[src/rtl/game_net_pkg.sv]
// Shared definitions for the kart network link.
// Both the receive parser and the transmit packet builder import this package.
// Contents:
//   - packet length and default sync byte;
//   - opponent state field widths and the direction limit;
//   - game status encoding;
//   - receive FSM state encoding.
package game_net_pkg;

    localparam int          PKT_LEN       = 8;
    localparam logic [7:0]  SYNC_BYTE_DEF = 8'hA5;

    localparam int X_W     = 11;
    localparam int Y_W     = 11;
    localparam int DIR_W   = 9;
    localparam int GAME_W  = 3;
    localparam int DIR_MAX = 359;

    // Payload bytes between seq and checksum.
    localparam int PAYLOAD_BYTES = PKT_LEN - 3;

    typedef enum logic [GAME_W-1:0] {
        GS_WAIT = 3'd0,
        GS_RACE = 3'd1,
        GS_WON  = 3'd2
    } game_status_t;

    typedef enum logic [2:0] {
        RX_IDLE,
        RX_SEQ,
        RX_PAYLOAD,
        RX_CSUM,
        RX_DROP
    } rx_state_t;

endpackage

[src/rtl/opp_packet_rx_if.sv]
// Byte stream from the network receive path into the opponent packet parser.
// Signals:
//   axiiv    - byte valid
//   axiid    - byte
//   axiilast - last byte of a frame, qualified by axiiv
// Modports:
//   master - the receive path driving the stream
//   slave  - the parser consuming it
interface opp_packet_rx_if;
    logic       axiiv;
    logic [7:0] axiid;
    logic       axiilast;

    modport master (output axiiv, output axiid, output axiilast);
    modport slave  (input  axiiv, input  axiid, input  axiilast);
endinterface

[src/rtl/link_watchdog.sv]
// Link-loss watchdog.
// Counts cycles since the last accepted packet, saturating at TIMEOUT_CYCLES.
// link_lost is high while the counter sits at the limit.
// Ports:
//   clk       - clock
//   rst       - synchronous active-high reset
//   kick      - an accepted packet; clears the counter
//   link_lost - timeout expired
module link_watchdog #(
    parameter int TIMEOUT_CYCLES = 6_500_000
) (
    input  logic clk,
    input  logic rst,
    input  logic kick,
    output logic link_lost
);

    localparam int            CW    = $clog2(TIMEOUT_CYCLES + 1);
    localparam logic [CW-1:0] LIMIT = CW'(TIMEOUT_CYCLES);

    logic [CW-1:0] cnt;

    always_ff @(posedge clk) begin
        if (rst || kick) begin
            cnt <= '0;
        end else if (cnt != LIMIT) begin
            cnt <= cnt + 1'b1;
        end
    end

    // Combinational from the counter so it drops in the same cycle the
    // accepting packet's axiov pulse appears.
    assign link_lost = (cnt == LIMIT);

endmodule

[src/rtl/opp_packet_rx.sv]
// Opponent packet receiver.
// Parses 8-byte packets from the network byte stream:
//   SYNC, seq, 5 payload bytes, XOR checksum of seq..payload.
// Validated packets update the opponent state and pulse axiov.
// Ports:
//   clk           - clock
//   btnc          - synchronous active-high reset
//   rx            - byte stream (axiiv/axiid/axiilast)
//   axiov         - one-cycle pulse, new opponent state
//   opp_x         - opponent x
//   opp_y         - opponent y
//   opp_dir       - opponent direction
//   opp_game      - opponent game status
//   link_lost     - no accepted packet within TIMEOUT_CYCLES
//   pkt_ok_count  - accepted packets, wrapping
//   pkt_err_count - rejected packets, saturating
module opp_packet_rx
    import game_net_pkg::*;
#(
    parameter logic [7:0] SYNC_BYTE      = SYNC_BYTE_DEF,
    parameter int         TIMEOUT_CYCLES = 6_500_000,
    parameter int         RESET_X        = 300,
    parameter int         RESET_Y        = 100,
    parameter int         RESET_DIR      = 90
) (
    input  logic              clk,
    input  logic              btnc,
    opp_packet_rx_if.slave    rx,
    output logic              axiov,
    output logic [X_W-1:0]    opp_x,
    output logic [Y_W-1:0]    opp_y,
    output logic [DIR_W-1:0]  opp_dir,
    output logic [GAME_W-1:0] opp_game,
    output logic              link_lost,
    output logic [7:0]        pkt_ok_count,
    output logic [7:0]        pkt_err_count
);

    rx_state_t  state, state_nx;
    logic [7:0] xor_acc;
    logic [2:0] byte_cnt;
    logic [7:0] seq_r;
    logic [7:0] last_seq;
    logic       last_seq_vld;
    // Only the 34 meaningful payload bits are kept; the 6 pad bits of the
    // final payload byte are never stored.
    logic [33:0] payload;

    logic accept;
    logic reject_err;

    wire [X_W-1:0]    f_x    = payload[33:23];
    wire [Y_W-1:0]    f_y    = payload[22:12];
    wire [DIR_W-1:0]  f_dir  = payload[11:3];
    wire [GAME_W-1:0] f_game = payload[2:0];

    wire csum_ok   = (rx.axiid == xor_acc);
    wire fields_ok = (f_dir <= DIR_W'(DIR_MAX)) && (f_game <= GAME_W'(GS_WON));
    wire dup_seq   = last_seq_vld && (seq_r == last_seq);
    wire last_pay  = (byte_cnt == 3'(PAYLOAD_BYTES - 1));

    always_ff @(posedge clk) begin
        if (btnc) begin
            state <= RX_IDLE;
        end else begin
            state <= state_nx;
        end
    end

    always_comb begin
        state_nx   = state;
        accept     = 1'b0;
        reject_err = 1'b0;
        if (rx.axiiv) begin
            case (state)
                RX_IDLE: begin
                    if (rx.axiid == SYNC_BYTE) begin
                        if (rx.axiilast) reject_err = 1'b1;
                        else             state_nx   = RX_SEQ;
                    end
                end
                RX_SEQ: begin
                    if (rx.axiilast) begin
                        reject_err = 1'b1;
                        state_nx   = RX_IDLE;
                    end else begin
                        state_nx = RX_PAYLOAD;
                    end
                end
                RX_PAYLOAD: begin
                    if (rx.axiilast) begin
                        reject_err = 1'b1;
                        state_nx   = RX_IDLE;
                    end else if (last_pay) begin
                        state_nx = RX_CSUM;
                    end
                end
                RX_CSUM: begin
                    // A duplicate of an otherwise good packet is dropped
                    // quietly; it is not a link error.
                    if (csum_ok && fields_ok) accept     = !dup_seq;
                    else                      reject_err = 1'b1;
                    state_nx = rx.axiilast ? RX_IDLE : RX_DROP;
                end
                RX_DROP: begin
                    if (rx.axiilast) state_nx = RX_IDLE;
                end
                default: state_nx = RX_IDLE;
            endcase
        end
    end

    always_ff @(posedge clk) begin
        if (btnc) begin
            xor_acc  <= '0;
            byte_cnt <= '0;
        end else if (rx.axiiv) begin
            if (state == RX_SEQ) begin
                xor_acc  <= rx.axiid;
                byte_cnt <= '0;
            end else if (state == RX_PAYLOAD) begin
                xor_acc  <= xor_acc ^ rx.axiid;
                byte_cnt <= byte_cnt + 3'd1;
            end
        end
    end

    always_ff @(posedge clk) begin
        if (rx.axiiv && state == RX_SEQ) begin
            seq_r <= rx.axiid;
        end
        if (rx.axiiv && state == RX_PAYLOAD) begin
            if (last_pay) payload <= {payload[31:0], rx.axiid[7:6]};
            else          payload <= {payload[25:0], rx.axiid};
        end
    end

    always_ff @(posedge clk) begin
        if (btnc) begin
            axiov         <= 1'b0;
            opp_x         <= X_W'(RESET_X);
            opp_y         <= Y_W'(RESET_Y);
            opp_dir       <= DIR_W'(RESET_DIR);
            opp_game      <= GAME_W'(GS_WAIT);
            last_seq      <= '0;
            last_seq_vld  <= 1'b0;
            pkt_ok_count  <= '0;
            pkt_err_count <= '0;
        end else begin
            axiov <= accept;
            if (accept) begin
                opp_x        <= f_x;
                opp_y        <= f_y;
                opp_dir      <= f_dir;
                opp_game     <= f_game;
                last_seq     <= seq_r;
                last_seq_vld <= 1'b1;
                pkt_ok_count <= pkt_ok_count + 8'd1;
            end
            if (reject_err && pkt_err_count != 8'hFF) begin
                pkt_err_count <= pkt_err_count + 8'd1;
            end
        end
    end

    link_watchdog #(
        .TIMEOUT_CYCLES (TIMEOUT_CYCLES)
    ) u_watchdog (
        .clk       (clk),
        .rst       (btnc),
        .kick      (accept),
        .link_lost (link_lost)
    );

endmodule

[src/flat_wrapper.sv]
// flat-port wrapper written by rule: the top's interface ports become plain ports
module opp_packet_rx_flat import game_net_pkg::*;
#(
    parameter logic [7:0] SYNC_BYTE      = SYNC_BYTE_DEF,
    parameter int         TIMEOUT_CYCLES = 6_500_000,
    parameter int         RESET_X        = 300,
    parameter int         RESET_Y        = 100,
    parameter int         RESET_DIR      = 90
)
  (clk, btnc, axiov, opp_x, opp_y, opp_dir, opp_game, link_lost, pkt_ok_count, pkt_err_count, rx_axiiv, rx_axiid, rx_axiilast);
  opp_packet_rx_if rx_i ();
  input  logic clk;
  input  logic btnc;
  output logic axiov;
  output logic [X_W-1:0] opp_x;
  output logic [Y_W-1:0] opp_y;
  output logic [DIR_W-1:0] opp_dir;
  output logic [GAME_W-1:0] opp_game;
  output logic link_lost;
  output logic [7:0] pkt_ok_count;
  output logic [7:0] pkt_err_count;
  input wire logic [$bits(rx_i.axiiv)-1:0] rx_axiiv;
  input wire logic [$bits(rx_i.axiid)-1:0] rx_axiid;
  input wire logic [$bits(rx_i.axiilast)-1:0] rx_axiilast;
  assign rx_i.axiiv = rx_axiiv;
  assign rx_i.axiid = rx_axiid;
  assign rx_i.axiilast = rx_axiilast;
  opp_packet_rx #(.SYNC_BYTE(SYNC_BYTE), .TIMEOUT_CYCLES(TIMEOUT_CYCLES), .RESET_X(RESET_X), .RESET_Y(RESET_Y), .RESET_DIR(RESET_DIR)) u_core (.clk(clk), .btnc(btnc), .rx(rx_i), .axiov(axiov), .opp_x(opp_x), .opp_y(opp_y), .opp_dir(opp_dir), .opp_game(opp_game), .link_lost(link_lost), .pkt_ok_count(pkt_ok_count), .pkt_err_count(pkt_err_count));
endmodule
[config.mk]
export PLATFORM = sky130hd
export DESIGN_NAME = opp_packet_rx_flat
export DESIGN_NICKNAME = d
export VERILOG_FILES = /design/src/rtl/game_net_pkg.sv /design/src/rtl/opp_packet_rx_if.sv /design/src/rtl/link_watchdog.sv /design/src/rtl/opp_packet_rx.sv /design/src/flat_wrapper.sv
export SDC_FILE = /design/constraint.sdc
export NUM_CORES = 1
export LEC_CHECK = 0
export BUFFER_PORTS_ARGS = -buffer_cell sky130_fd_sc_hd__buf_2
export CORE_MARGIN = 4
export CORE_UTILIZATION = 56
export DETAILED_ROUTE_END_ITERATION = 12
export GPL_ROUTABILITY_DRIVEN = 0
export PLACE_DENSITY = 0.76
export REMOVE_ABC_BUFFERS = 1
export SLEW_MARGIN = 40
export SYNTH_ARGS = -nofsm -noshare
export SYNTH_HDL_FRONTEND = slang
export SYNTH_SLANG_ARGS = --single-unit
[constraint.sdc]
create_clock -name clk -period 3.7 [get_ports clk]
set_clock_uncertainty 0.1 [all_clocks]
set_input_delay 0.74 -clock clk [delete_from_list [all_inputs] [get_ports clk]]
set_output_delay 0.74 -clock clk [all_outputs]
set_load 0.02 [all_outputs]
==> impl_metrics.env, run 1 <==
export IMPL_crit_arrival_ns=2.01
export IMPL_cap_viol_max_count=0
export IMPL_synth_top_area_share_pct=30.4
export IMPL_synthesis_instances=609
export IMPL_holdPathStages=2
export IMPL_ys_warn_count=0
export IMPL_cp_end_kind="output port"
export IMPL_grt_pass1_vias=4478
export IMPL_fin_tns_setup_ns=0
export IMPL_synth_area_leader_cell="dfxtp_1"
export IMPL_grt_overflow=0
export IMPL_p_clk_share_pct=51.7
export IMPL_synth_area_top_cells="dfxtp_1 30%, edfxtp_1 20%, mux2i_1 6.9%"
export IMPL_clkSinkCount=139
export IMPL_fin_crit_ns=2.85
export IMPL_synth_seq_cells=139
export IMPL_cts_buffers=17
export IMPL_share_comb_of_total_power_pct=2.5
export IMPL_synth_seq_area_share_pct=50.1
export IMPL_vdd_drop_max_mv=0.337
export IMPL_tightest_slew_ns=0.712
export IMPL_nets=685
export IMPL_layout_common_cells="97 x dfxtp_1, 65 x nand2b_1, 63 x nor2_1, 63 x buf_2, 44 x mux2i_1"
export IMPL_nFillCells=885
export IMPL_port_buffers=63
export IMPL_fin_area_um2=7430
export IMPL_maxSlewViolCount=0
export IMPL_num_rows=38
export IMPL_slew_headroom_pct=52.5
export IMPL_coreArea_um2=11000
export IMPL_powerDensity_nw_per_um2=461
export IMPL_rsz0062_at_grt="false"
export IMPL_top_layer="met4"
export IMPL_design_portCount=64
export IMPL_fp_dieH_um=115
export IMPL_syn2layout_area_growth_pct=16.1
export IMPL_clkSlewWorstSetupHoldPaths_ns=0.06
export IMPL_num_vias=4546
export IMPL_ctsHoldBuffers=0
export IMPL_worstSkewPairLatency_ns=0.41
export IMPL_dr_wl_met3_um=653
export IMPL_track_usage_pct=20.3
export IMPL_m1WireLength_um=5550
export IMPL_p_int_w=0.00272
export IMPL_cts_root_buffer="clkbuf_16"
export IMPL_switchingPower_w=0.000700
export IMPL_wl_per_cell_um=15.6
export IMPL_cts_max_level=4
export IMPL_pwr_share_seq_pct=45.8
export IMPL_die_area_um2=13200
export IMPL_finalHoldViolCount=0
export IMPL_drt_iter0_markers=353
export IMPL_drc=0
export IMPL_first_pass_iters=5
export IMPL_die_w_um=115
export IMPL_crit_required_ns=2.86
export IMPL_drt_total_wl_um=12800
export IMPL_ant_nets=0
export IMPL_cts_tree="built"
export IMPL_swShare_pct=20.4
export IMPL_cp_start_kind="register"
export IMPL_final_common_cell="dfxtp_1"
export IMPL_critPathKind="register to output port"
export IMPL_avgSynthCellArea_um2=10.5
export IMPL_cts_resized_gates=0
export IMPL_start_util_pct=58.0
export IMPL_hpwlAfterDp_um=8780
export IMPL_cts_setup_buffers=0
export IMPL_hp_class="register to register"
export IMPL_drive_gt1_share_pct=21.3
export IMPL_critPathMaxFanout=4
export IMPL_clk_path_buf_depth=2
export IMPL_dpl_cell_area_um2=6800
export IMPL_antenna_found_initial=0
export IMPL_leakage_nw=2.69
export IMPL_n_antenna_cell=0
export IMPL_grt_max_degree=73
export IMPL_vias_per_cell=5.54
export IMPL_r2r_cells=5
export IMPL_fin_crit_sh_pct=76.9
export IMPL_outcome="completed"
export IMPL_synth_cell_types=44
export IMPL_fmax_ghz=0.351
export IMPL_netlist_area_um2=6400
export IMPL_wl_met2_um=6400
export IMPL_grt_pass1_wl_um=21500
export IMPL_setup_violations_final=0
## layout make-up
class	count	area [um2]	share of cell area (%)
sequential	139	3200	43.1
multi-input combinational	427	2990	40.3
clock buffer	17	425	5.73
timing repair buffer	70	388	5.22
clock inverter	15	200	2.69
tap	140	175	2.36
inverter	12	45.0	0.606
## stage by stage
step | std cells | setup slack (ns) | power (W) | utilization (%) | hold WS, ns
after floorplan | 578 | 0.718 | 0.00164 | - | 0.337
after global placement | 787 | 1.09 | 0.00168 | 61.4 | 0.312
after detailed placement | 788 | 0.944 | 0.00169 | 61.7 | 0.325
after CTS | 820 | 0.830 | 0.00345 | 67.4 | 0.339
after global routing | 820 | 0.704 | 0.00354 | 67.4 | 0.370
final | 820 | 0.855 | 0.00342 | 67.4 | 0.334
## state kept, by name, indices dropped and copies added, names as in the netlist, 9 cells and up
signal / count
u_core.opp_dir: 9
u_core.opp_x: 11
u_core.payload: 34
u_core.opp_y: 11
u_core.u_watchdog.cnt: 23
## path summary, 6_finish.rpt
kind / start / to / slack [ns]
max: u_core.u_watchdog.cnt[0] / link_lost / 0.85
min: u_core.opp_game[2] / u_core.opp_game[2] / 0.33
max reg2reg: u_core.state[1] / u_core.pkt_ok_count[4] / 1.32
min reg2reg: u_core.opp_game[2] / u_core.opp_game[2] / 0.33
## power groups by stage
| stage | Sequential (W) | Combinational (W) | Clock [W] |
|---|---|---|---|
| final | 0.00157 | 0.0000843 | 0.00177 |
| after global routing | 0.00157 | 0.0000941 | 0.00188 |
| after CTS | 0.00157 | 0.0000848 | 0.00180 |
| after detailed placement | 0.00160 | 0.0000846 | 0 |
| after global placement | 0.00160 | 0.0000815 | 0 |
| after floorplan | 0.00160 | 0.0000433 | 0 |
## worst max-delay path, cell delays in order, from the launching register on
cell	delay [ns]
dfxtp_1	0.33
inv_1	0.10
ha_1	0.17
or3b_2	0.47
nor4_4	0.29
buf_2	0.24
## synth_stat cells (all sizes together)
| cell type | instances |
|---|---|
| or4 | 11 |
| nand3 | 19 |
| a311o | 1 |
| a32oi | 1 |
| or3b | 3 |
| nand2b | 66 |
| or3 | 4 |
| nand4bb | 1 |
| a21o | 1 |
| o211a | 1 |
| nor2b | 6 |
| and3 | 9 |
| nand2 | 28 |
| a21oi | 22 |
| ha | 6 |
| mux2i | 44 |
| and4 | 2 |
| nor2 | 65 |
| nor4b | 1 |
| xnor2 | 24 |
| a211oi | 1 |
| mux2 | 36 |
| buf | 14 |
| nor4 | 12 |
| o31ai | 14 |
| nor3 | 10 |
| nand4 | 8 |
| dfxtp | 97 |
| o21ai | 4 |
| xor2 | 23 |
| nor4bb | 2 |
| edfxtp | 42 |
| a41o | 1 |
| o21bai | 1 |
| clkbuf | 17 |
| inv | 12 |
## routing by layer
metal  up-vias  global-route usage [%]
li1       2255                       -
met2       102                    34.9
met4         0                    7.28
met1      2175                    25.2
met5         -                       0
met3        14                    4.53
## logic make-up (layout without fill, tap and decap cells)
group | Yosys count | in the layout | synth area share (%)
AO/OA/AOI/OAI | 47 | 47 | 4.77
XOR/XNOR | 47 | 47 | 6.43
adder cells (fa/ha/maj) | 6 | 6 | 1.17
buffers and inverters | 43 | 114 | 3.27
flip-flops | 139 | 139 | 50.1
multiplexers | 80 | 80 | 13.2
AND/OR/NAND/NOR | 247 | 247 | 21.1
No activity file was read; power rests on OpenSTA's default activity.
==> run 2, diff against run 1 <==
--- a/config.mk
+++ b/config.mk
@@ -7,7 +7,7 @@
 export LEC_CHECK = 0
 export BUFFER_PORTS_ARGS = -buffer_cell sky130_fd_sc_hd__buf_2
 export CORE_MARGIN = 4
-export CORE_UTILIZATION = 56
+export CORE_UTILIZATION = 53
 export DETAILED_ROUTE_END_ITERATION = 12
 export GPL_ROUTABILITY_DRIVEN = 0
 export PLACE_DENSITY = 0.76
==> constraint.sdc (replaced) <==
create_clock -name clk -period 2.6 [get_ports clk]
set_clock_uncertainty 0.1 [all_clocks]
set_input_delay 0.52 -clock clk [delete_from_list [all_inputs] [get_ports clk]]
set_output_delay 0.52 -clock clk [all_outputs]
set_load 0.02 [all_outputs]
==> impl_metrics.env, run 2 (synthesis gave the netlist of run 1 again) <==
export IMPL_powerDensity_nw_per_um2=641
export IMPL_vias_per_cell=5.55
export IMPL_drt_iter0_markers=233
export IMPL_syn2layout_area_growth_pct=16.8
export IMPL_drive_gt1_share_pct=21.7
export IMPL_layout_common_cells="97 x dfxtp_1, 65 x nand2b_1, 63 x nor2_1, 62 x buf_2, 44 x mux2i_1"
export IMPL_die_w_um=118
export IMPL_tightest_slew_ns=0.523
export IMPL_clkSlewWorstSetupHoldPaths_ns=0.06
export IMPL_die_area_um2=13900
export IMPL_hpwlAfterDp_um=8720
export IMPL_nFillCells=941
export IMPL_start_util_pct=55.1
export IMPL_cts_tree="built"
export IMPL_grt_overflow=0
export IMPL_cp_start_kind="register"
export IMPL_final_core_util_pct=64.3
export IMPL_slew_headroom_pct=65.1
export IMPL_drc=0
export IMPL_critPathMaxFanout=4
export IMPL_final_common_cell="dfxtp_1"
export IMPL_hp_class="primary input to register"
export IMPL_clk_path_buf_depth=2
export IMPL_crit_required_ns=1.98
export IMPL_clkSinkCount=139
export IMPL_rrSetupSlack_ns=0.36
export IMPL_nets=691
export IMPL_coreArea_um2=11600
export IMPL_drt_total_wl_um=12900
export IMPL_fp_dieH_um=118
export IMPL_num_vias=4598
export IMPL_ant_nets=0
export IMPL_ctsHoldBuffers=0
export IMPL_rsz0062_at_grt="false"
export IMPL_first_pass_iters=4
export IMPL_critPathKind="register to output port"
export IMPL_grt_pass1_vias=4552
export IMPL_wl_per_cell_um=15.5
export IMPL_cp_end_kind="output port"
export IMPL_design_portCount=64
export IMPL_regMostFlops="u_core.payload"
export IMPL_outcome="completed"
export IMPL_n_antenna_cell=0
export IMPL_regArea_um2=3200
export IMPL_multi_input_area_um2=2990
export IMPL_cts_buffers=17
export IMPL_port_buffers=63
export IMPL_power_w=0.00479
export IMPL_crit_arrival_ns=1.85
export IMPL_largest_register_ff_count=34
export IMPL_setup_violations_final=0
export IMPL_fin_crit_sh_pct=94.9
export IMPL_leakage_nw=2.71
export IMPL_maxSlewViolCount=0
export IMPL_cts_max_level=4
export IMPL_fin_crit_ns=2.47
export IMPL_track_usage_pct=19.2
export IMPL_fmax_ghz=0.405
export IMPL_grt_max_degree=71
export IMPL_reg_largest_list="u_core.payload: 34 flops, u_core.u_watchdog.cnt: 23 flops"
export IMPL_cts_root_buffer="clkbuf_16"
export IMPL_grt_pass1_wl_um=21900
export IMPL_finalHoldViolCount=0
export IMPL_vdd_drop_max_mv=0.604
export IMPL_cap_viol_max_count=0
export IMPL_num_rows=39
export IMPL_antenna_found_initial=0
export IMPL_worstSkewPairLatency_ns=0.42
==> run 2: changes by cell type in the layout (fill, tap and decap cells not counted), sizes merged <==
cell	previous run	this run
buf	70	76
inv	12	14
clkinvlp	7	5
bufinv	4	3
clkinv	4	5
==> run 2: worst paths after layout <==
| path | to | startpoint | cells after the start |
|---|---|---|---|
| worst min-delay path | u_core.seq_r[0] | rx_axiid[0] | 1 |
| worst max-delay path | link_lost | u_core.u_watchdog.cnt[0] | 5 |
| worst max register to register | u_core.pkt_err_count[7] | u_core.pkt_err_count[0] | 6 |
| worst min register to register | u_core.opp_game[2] | u_core.opp_game[2] | 2 |
==> run 2: final cells by class <==
type,count,share of cell area (%)
Clock buffer,17,5.69
Clock inverter,15,2.33
Inverter,12,0.603
Multi-Input combinational cell,427,40.1
Sequential cell,139,42.9
Tap cell,143,2.39
Timing Repair Buffer,76,6.06
==> run 2: routing by layer <==
layer | routed length [um] | track usage (%) | vias up
li1 | - | - | 2267
met1 | 5840 | 23.9 | 2213
met2 | 6360 | 32.1 | 96
met3 | 462 | 5.29 | 22
met4 | 220 | 7.03 | 0
met5 | 0 | 0 | -
==> run 2: worst max-delay path: stages, from the launching register on <==
cell and delay, ns:
dfxtp_1 0.33, inv_2 0.07, ha_1 0.14, or3b_2 0.48
nor4_4 0.21, buf_4 0.20
==> run 2: power by group <==
part           internal [W]  switching [W]  total (W)
clock               0.00150       0.000925    0.00243
combinational     0.0000511      0.0000740   0.000125
sequential          0.00223     0.00000537    0.00223
total               0.00378        0.00100    0.00479
==> run 2: what timing repair did <==
item                       CTS  global route
setup endpoints to repair    1             1
setup buffers                1             0
resized for setup            2             0
pin swaps                    1             1
==> run 2: through the flow <==
step	worst slack, ns	setup TNS [ns]	cells	area [um2]	hold slack [ns]
2_1_floorplan	-0.162	-0.572	578	6230	0.337
3_3_place_gp	0.286	0	796	6860	0.311
3_5_place_dp	0.192	0	796	6860	0.316
4_1_cts	0.00909	0	829	7470	0.237
5_1_grt	0.00371	0	829	7470	0.241
6_report	0.132	0	829	7470	0.252
==> run 3, diff against run 2 <==
--- a/config.mk
+++ b/config.mk
@@ -10,7 +10,7 @@
 export CORE_UTILIZATION = 53
 export DETAILED_ROUTE_END_ITERATION = 12
 export GPL_ROUTABILITY_DRIVEN = 0
-export PLACE_DENSITY = 0.76
+export PLACE_DENSITY_LB_ADDON = 0.15
 export REMOVE_ABC_BUFFERS = 1
 export SLEW_MARGIN = 40
 export SYNTH_ARGS = -nofsm -noshare
==> impl_metrics.env, run 3 (synthesis gave the netlist of run 1 again) <==
export IMPL_outcome="completed"
export IMPL_worstSkewPairLatency_ns=0.41
export IMPL_port_buffers=63
export IMPL_worstHoldStart="rx_axiid[0]"
export IMPL_cts_buffers=17
export IMPL_setup_violations_final=0
export IMPL_tightest_slew_ns=0.519
export IMPL_cp_start_kind="register"
export IMPL_regMostFlops="u_core.payload"
export IMPL_drive_gt1_share_pct=21.6
export IMPL_powerDensity_nw_per_um2=624
export IMPL_worst_slack_ns=0.133
export IMPL_n_antenna_cell=0
export IMPL_ctsHoldBuffers=0
export IMPL_regArea_um2=3200
export IMPL_fp_dieH_um=118
export IMPL_fin_crit_ns=2.47
export IMPL_crit_arrival_ns=1.85
export IMPL_vias_per_cell=5.39
export IMPL_fin_area_um2=7440
export IMPL_design_portCount=64
export IMPL_cts_tree="built"
export IMPL_clkSinkCount=139
export IMPL_hold_end="u_core.seq_r[0]"
export IMPL_rr_endpoint="u_core.last_seq[0]"
export IMPL_first_pass_iters=4
export IMPL_cts_max_level=4
export IMPL_syn2layout_area_growth_pct=16.3
export IMPL_cp_cell_sequence="nor4b_1, nand4_1, nor4_4, buf_4"
export IMPL_leakage_nw=2.72
export IMPL_cts_root_buffer="clkbuf_16"
export IMPL_hp_class="primary input to register"
export IMPL_clk_path_buf_depth=2
export IMPL_fmax_ghz=0.405
export IMPL_die_w_um=118
export IMPL_stdcell_count=829
export IMPL_start_util_pct=55.1
export IMPL_drt_total_wl_um=12400
export IMPL_grt_overflow=0
export IMPL_dp_cells=794
export IMPL_crit_required_ns=1.98
export IMPL_clkSlewWorstSetupHoldPaths_ns=0.06
export IMPL_drc=0
export IMPL_nets=691
export IMPL_dpl_cell_area_um2=6850
export IMPL_final_common_cell="dfxtp_1"
export IMPL_coreArea_um2=11600
export IMPL_rrSetupSlack_ns=0.34
export IMPL_r2r_cells=6
export IMPL_hpwlAfterDp_um=8460
export IMPL_finalHoldViolCount=0
export IMPL_nFillCells=960
export IMPL_fin_crit_sh_pct=94.9
export IMPL_track_usage_pct=18.8
export IMPL_drt_iter0_markers=195
export IMPL_slowest_delay_ns=0.39
export IMPL_largest_register_ff_count=34
export IMPL_holdPathStages=1
export IMPL_ant_nets=0
export IMPL_antenna_found_initial=0
export IMPL_layout_common_cells="97 x dfxtp_1, 65 x nand2b_1, 63 x nor2_1, 62 x buf_2, 44 x mux2i_1"
export IMPL_rsz0062_at_grt="false"
export IMPL_critPathKind="register to output port"
export IMPL_die_area_um2=13900
export IMPL_cap_viol_max_count=0
export IMPL_grt_max_degree=81
export IMPL_cp_end_kind="output port"
export IMPL_slew_headroom_pct=65.4
export IMPL_grt_pass1_wl_um=21600
export IMPL_multi_input_area_um2=3000
export IMPL_pre_cts_ws_ns=0.146
export IMPL_num_rows=39
export IMPL_reg_largest_list="u_core.payload: 34 flops, u_core.u_watchdog.cnt: 23 flops"
export IMPL_cp_slowest_cell="dfxtp_1"
export IMPL_maxSlewViolCount=0
export IMPL_vdd_drop_max_mv=0.341
export IMPL_wl_per_cell_um=15.0
export IMPL_critPathMaxFanout=9
export IMPL_grt_pass1_vias=4422
export IMPL_num_vias=4468
export IMPL_r2r_start="u_core.state[1]"
## run 3: worst max-delay path, delay by kind of cell, from the launching register on
family	cells	cell delay (ns)
buf+inv	1	0.19
simple gates	3	0.86
flops	1	0.39
## run 3: what timing repair did
action	CTS	global route
endpoints found under the setup margin	1	7
pin swaps	1	2
setup buffers	1	2
gates resized for setup	2	1
## run 3: worst max-delay path by stage
stage | startpoint | endpoint
final | u_core.u_watchdog.cnt[2] | link_lost
after detailed placement | rx_axiid[0] | u_core.pkt_ok_count[6]
after CTS | u_core.u_watchdog.cnt[0] | link_lost
after global routing | u_core.u_watchdog.cnt[2] | link_lost
after global placement | rx_axiid[0] | u_core.pkt_ok_count[4]
after floorplan | rx_axiid[7] | u_core.pkt_ok_count[0]
## run 3: layout make-up
class,count,share of cell area [%]
clock buffers,22,6.24
clock inverters,10,1.31
inverters,12,0.605
multi-input cells,427,40.3
flip-flops and latches,139,43.0
well taps,143,2.40
repair buffers,76,6.09
## run 3: stage by stage
step	utilization [%]	setup TNS, ns	total power (W)	hold WS, ns
floorplan	-	-0.572	0.00234	0.337
global placement	59.0	0	0.00240	0.320
detailed placement	59.0	0	0.00240	0.328
CTS	63.9	0	0.00469	0.240
global route	64.1	0	0.00481	0.252
finish	64.1	0	0.00465	0.257
## run 3: where the power goes
part / total (W) / internal [W] / switching, W
Sequential: 0.00223 / 0.00223 / 0.00000575
Clock: 0.00229 / 0.00144 / 0.000843
Combinational: 0.000123 / 0.0000512 / 0.0000720
Total: 0.00465 / 0.00372 / 0.000920
## run 3: per-layer routing
layer | vias up | GRT usage [%] | wire [um]
li1 | 2263 | - | -
met1 | 2109 | 24.5 | 5880
met2 | 76 | 30.7 | 6020
met3 | 20 | 4.37 | 383
met4 | 0 | 6.89 | 163
met5 | - | 0 | 0
